### src/rtl/alu_cmd_sequencer.sv
// Byte-serial command sequencer for the combinational ALU: collects operand A,
// operand B and opcode, runs one settling cycle, then hands the result to a transmitter.
module alu_cmd_sequencer #(
    parameter int N_BITS         = 8,
    parameter int OP_BITS        = 6,
    parameter int TIMEOUT_CYCLES = 1024
) (
    input  logic               clk,
    input  logic               reset,
    input  logic [N_BITS-1:0]  rx_data,
    input  logic               rx_valid,
    input  logic               tx_ready,
    output logic               tx_start,
    output logic [N_BITS-1:0]  tx_data,
    output logic [N_BITS-1:0]  alu_d0,
    output logic [N_BITS-1:0]  alu_d1,
    output logic [OP_BITS-1:0] alu_opcode,
    input  logic [N_BITS-1:0]  alu_result,
    output logic               busy,
    output logic               timeout_err,
    output logic               overrun
);

    localparam logic [2:0] IDLE    = 3'd0;
    localparam logic [2:0] WAIT_B  = 3'd1;
    localparam logic [2:0] WAIT_OP = 3'd2;
    localparam logic [2:0] EXEC    = 3'd3;
    localparam logic [2:0] SEND    = 3'd4;

    localparam int CNT_W = (TIMEOUT_CYCLES > 2) ? $clog2(TIMEOUT_CYCLES) : 1;
    localparam logic [CNT_W-1:0] CNT_MAX = CNT_W'(TIMEOUT_CYCLES - 1);

    logic [2:0]         state_q, state_d;
    logic [CNT_W-1:0]   cnt_q, cnt_d;
    logic [N_BITS-1:0]  d0_q, d0_d, d1_q, d1_d, txData_q, txData_d;
    logic [OP_BITS-1:0] op_q, op_d;
    logic               txStart_q, txStart_d;
    logic               timeout_q, timeout_d;
    logic               overrun_q, overrun_d;

    // A byte arriving on the expiry edge is accepted, so rx_valid is tested before the count.
    always_comb begin
        state_d   = state_q;
        cnt_d     = cnt_q;
        d0_d      = d0_q;
        d1_d      = d1_q;
        op_d      = op_q;
        txData_d  = txData_q;
        txStart_d = 1'b0;
        timeout_d = 1'b0;
        overrun_d = 1'b0;
        case (state_q)
            IDLE: begin
                if (rx_valid) begin
                    d0_d    = rx_data;
                    cnt_d   = '0;
                    state_d = WAIT_B;
                end
            end
            WAIT_B, WAIT_OP: begin
                if (rx_valid) begin
                    cnt_d = '0;
                    if (state_q == WAIT_B) begin
                        d1_d    = rx_data;
                        state_d = WAIT_OP;
                    end else begin
                        op_d    = rx_data[OP_BITS-1:0];
                        state_d = EXEC;
                    end
                end else if (cnt_q == CNT_MAX) begin
                    cnt_d     = '0;
                    timeout_d = 1'b1;
                    state_d   = IDLE;
                end else begin
                    cnt_d = cnt_q + CNT_W'(1);
                end
            end
            EXEC: begin
                txData_d  = alu_result;
                overrun_d = rx_valid;
                state_d   = SEND;
            end
            SEND: begin
                overrun_d = rx_valid;
                if (tx_ready) begin
                    txStart_d = 1'b1;
                    state_d   = IDLE;
                end
            end
            default: state_d = IDLE;
        endcase
    end

    always_ff @(posedge clk or posedge reset) begin
        if (reset) begin
            state_q   <= IDLE;
            cnt_q     <= '0;
            d0_q      <= '0;
            d1_q      <= '0;
            op_q      <= '0;
            txData_q  <= '0;
            txStart_q <= 1'b0;
            timeout_q <= 1'b0;
            overrun_q <= 1'b0;
        end else begin
            state_q   <= state_d;
            cnt_q     <= cnt_d;
            d0_q      <= d0_d;
            d1_q      <= d1_d;
            op_q      <= op_d;
            txData_q  <= txData_d;
            txStart_q <= txStart_d;
            timeout_q <= timeout_d;
            overrun_q <= overrun_d;
        end
    end

    assign tx_start    = txStart_q;
    assign tx_data     = txData_q;
    assign alu_d0      = d0_q;
    assign alu_d1      = d1_q;
    assign alu_opcode  = op_q;
    assign busy        = (state_q != IDLE);
    assign timeout_err = timeout_q;
    assign overrun     = overrun_q;

endmodule

### config.mk
export PLATFORM = sky130hd
export DESIGN_NAME = alu_cmd_sequencer
export DESIGN_NICKNAME = d
export VERILOG_FILES = /design/src/rtl/alu_cmd_sequencer.sv
export SDC_FILE = /design/constraint.sdc
export NUM_CORES = 1
export LEC_CHECK = 0
export BUFFER_PORTS_ARGS = -buffer_cell sky130_fd_sc_hd__buf_2
export CELL_PAD_IN_SITES_DETAIL_PLACEMENT = 1
export CELL_PAD_IN_SITES_GLOBAL_PLACEMENT = 1
export CORE_AREA = 3 3 58 100
export DETAILED_ROUTE_END_ITERATION = 10
export DIE_AREA = 0 0 61 103
export PLACE_DENSITY_LB_ADDON = 0.1
export SYNTH_ARGS = -nofsm -noshare
export SYNTH_HDL_FRONTEND = slang
export SYNTH_SLANG_ARGS = --single-unit
### constraint.sdc
create_clock -name clk -period 2.2 [get_ports clk]
set_input_delay 0.11 -clock clk [delete_from_list [all_inputs] [get_ports clk]]
set_output_delay 0.11 -clock clk [all_outputs]
set_load 0.01 [all_outputs]
==> metrics.sh <==
FP.COREAREA_UM2=5060
MAX_FREQ_MHz=512
INSERTION_DELAY_NS=0.29
TRITONCTS='done'
P_INT_W=0.00206
GRT_FIRST_PASS_WIRELENGTH_UM=7670
SETUP_VIOL=0
CLOCK_POWER_SHARE_PCT=15.5
DRT-TOTAL-WL_UM=4850
FINAL-HOLD-VIOLATION-COUNT=0
MAXCAP_VIOL_COUNT=0
P_SW_W=0.00113
POSTPLACECELLAREA_UM2=2300
SYNTH_CELL_TYPES=36
LAYOUT_WORST_PATH_CYCLE_SHARE_PCT=88.8
DIE_WIDTH_UM=61
LAYOUT_COMMON_CELLS='buf_2 (53), dfrtp_1 (46), mux2_2 (30)'
PERIOD_MINUS_SLACK_NS=1.95
SYNTH-SEQ-CELLS=46
WORSTPATHARRIVAL_NS=2.14
DP_CELLS=254
DESIGN.FINAL.NETS=229
SYNTH_LARGEST_AREA_CELL='dfrtp_1'
ANTENNA_LEFT=0
SYNTH_AREA_PER_CELL_UM2=13.4
INITIALDRTVIOLATIONCOUNT=31
LAYOUT-DRIVE-GT1-SHARE_PCT=46.9
CRITPATHMAXFANOUT=11
DIE_AREA_UM2=6280
WL_MET2_UM=2850
VIAS_AFTER_DETAILED_ROUTING=1424
WORST_SETUP_HOLD_PATH_CLK_SLEW_NS=0.08
CP.REQUIRED_NS=2.39
FINAL.SETUP_SKEW_NS=0.00761
PATH_CLASS='reg -> reg'
COMBPWRFRAC_PCT=40.7
COUNT_OF_PINS_ON_THE_BLOCK_BOUNDARY=54
MAXSLEWVIOLCOUNT=0
DETAIL_ROUTE.VIAS_PER_CELL=5.46
SEQUENTIALPOWERSHARE_PCT=43.8
FINAL_DESIGN_AREA_NO_FILL_UM2=2390
MAPPEDNETLISTNETS=169
SLOWEST_STAGE_CELL_ON_THE_CRITICAL_PATH='dfrtp_1'
CTS_NUM_SINKS=46
NUM_ANTENNA_CELLS=0
SYNTH_AREA_LEADERS='dfrtp_1 (58%), mux2_2 (17%), o21ai_0 (2.3%)'
DIE_H_UM=103
SWSHARE_PCT=35.4
CELLPOWERDENSITY_nW_PER_UM2=1330
SYNTH-WARNING-COUNT=0
FIN_HOLD_WS_NS=0.0253
POWER.IR.VDD_WORST_V=0.000549
GP_ROUTABILITY_CONGESTION=0.856
GRT_ANTENNA_BEFORE_REPAIR=0
WORSTSETUPSTARTPOINTTYPE='flop'
DRT_FIRST_PASS_ITERS=2
CTS_ROOT_BUF='clkbuf_8'
CRITICAL_PATH.CELL_CHAIN='nor3_1 > a211o_1 > or3_4 > o31ai_1'
NETLIST_INSTANCES=148
SYNTH-SEQ-AREA-SHARE_PCT=58.2
SETUP-TNS-FINAL_NS=0
SETUP_WS_NS=0.245
END_KIND='flop'
ROWS=34
NUMBER_OF_H_TREE_LEVELS=2
CTS_BUFFERS=5
DP.FINAL_HPWL_UM=3750
RESIDUAL_DRC=0
GRT_PASS1_VIAS=1565
MET1WIRELENGTH_UM=1680
YOSYS.AREA.TOP_TYPE_SHARE_PCT=58.2
POST_DRT_WL_PER_CELL_UM=18.6
LAYOUTNONFILLERINSTCOUNT=261
MIN-DELAY-PATH-CLASS='in -> reg'
CTS-ROOT-TO-SINK-BUFFERS=2
MAXIMUM_NUMBER_OF_PINS_ON_ONE_NET_BEFORE_GLOBAL_ROUTE_REPAIR=35
PLACEMENT.SETUP.WORST_SLACK_NS=0.288
SYN-CELL-AREA_UM2=1980
DR_WL_MET3_UM=177
OUTCOME='complete, no violations'
PORT_BUFFERS=53
TIMING_WORST_SLEW_PIN_VALUE_NS=0.534
GRT_SETUP_UNREPAIRED='false'
PEAK_PER_STAGE_DELAY_ON_THE_CRITICAL_PATH_NS=0.62
BUFFER_COUNT_FROM_POST_CTS_SETUP_FIXING=0
REL_SLEW_SLACK_PCT=64.4
START_UTIL_PCT=39.1
GLOBALROUTETOTALUTIL_PCT=16.9
P_LEAK_nW=1.12
TOP_LAYER_USED='met4'
AREA.GROWTH.SYNTH_TO_FINAL_PCT=20.7
LAYOUT_COMMONEST_CELL='buf_2'
GLOBAL_ROUTE.OVERFLOW_TOTAL=0
==> routing by layer <==
metal,GRT usage [%],up-vias
met5,0,-
met4,7.51,0
met3,4.01,14
met2,32.1,33
met1,16.6,720
li1,-,657
==> path summary, 6_finish.rpt <==
path | from | endpoint | slack (ns) | cells after the start
hold reg to reg | tx_data[3] | tx_data[3] | 0.50 | 1
setup / recovery | state_q[1] | cnt_q[7] | 0.25 | 4
max in group asynchronous | reset | alu_d0[7] | 1.10 | 4
setup reg to reg | state_q[1] | cnt_q[7] | 0.25 | 4
min in group asynchronous | reset | tx_start | 0.34 | 3
hold / removal | tx_ready | state_q[2] | 0.03 | 2
==> timing repair <==
action                                  4_1_cts  5_1_grt
hold endpoints to repair                     12        0
resized for setup                             0        0
hold buffers                                  1        0
endpoints found under the setup margin        0        0
==> area by class of cell <==
type / instances / area, um^2
Tap cell: 54 / 67.6
Sequential cell: 46 / 1150
Multi-Input combinational cell: 96 / 783
Fill cell: 559 / 2670
Timing Repair Buffer: 57 / 298
Inverter: 2 / 7.51
Clock buffer: 6 / 82.6
==> power by group through the flow <==
| stage | logic, W | registers (W) | clock network, W |
|---|---|---|---|
| after floorplan | 0.000718 | 0.00150 | 0 |
| after global placement | 0.00127 | 0.00138 | 0 |
| after detailed placement | 0.00133 | 0.00141 | 0 |
| after CTS | 0.00133 | 0.00140 | 0.000523 |
| after global routing | 0.00141 | 0.00145 | 0.000564 |
| final | 0.00130 | 0.00140 | 0.000494 |
==> Yosys cell counts <==
cell / instances
a211o_1: 2
a211oi_1: 1
a21boi_0: 1
a21o_1: 2
a21oi_1: 2
a22o_1: 2
a2bb2oi_1: 2
a32o_1: 1
a41oi_1: 1
and2_1: 2
and3_1: 3
buf_6: 3
clkbuf_1: 1
dfrtp_1: 46
ha_1: 1
inv_1: 2
mux2_2: 30
mux2i_1: 1
nand2_1: 5
nand2b_1: 1
nand3_1: 6
nand3b_1: 1
nand4_1: 2
nor2_1: 7
nor2b_1: 1
nor3_1: 2
nor3_2: 1
nor3b_4: 1
nor4_1: 1
o21ai_0: 9
o311ai_2: 1
o31ai_1: 2
or3_1: 1
or3_4: 1
xor2_1: 2
xor2_2: 1
==> flip-flops by register name (all words and copies together), names as in the netlist <==
| register | count |
|---|---|
| tx_start | 1 |
| overrun | 1 |
| cnt_q | 10 |
| state_q | 3 |
| timeout_err | 1 |
| tx_data | 8 |
| alu_opcode | 6 |
| alu_d0 | 8 |
| alu_d1 | 8 |
==> worst max-delay path: cells and delay by family, from the launching register on <==
| kind | cells | cell delay (ns) |
|---|---|---|
| DFF | 1 | 0.62 |
| AOI/OAI and AO/OA | 2 | 0.65 |
| and+or+nand+nor | 2 | 0.59 |
==> through the flow <==
step,util (%),power (W)
CTS,47.2,0.00325
detailed placement,45.4,0.00274
finish,47.2,0.00319
global placement,45.4,0.00265
global route,47.2,0.00343
floorplan,-,0.00222
==> logic make-up after synthesis <==
logic type      count (synthesis)  synth area share, %
mux                            31                 17.6
compound gates                 26                 9.48
fa+ha+maj                       1                0.632
flops                          46                 58.2
buf+inv                         6                 2.28
simple gates                   35                 10.2
xor+xnor                        3                 1.71
No activity file was read; power rests on OpenSTA's default activity.
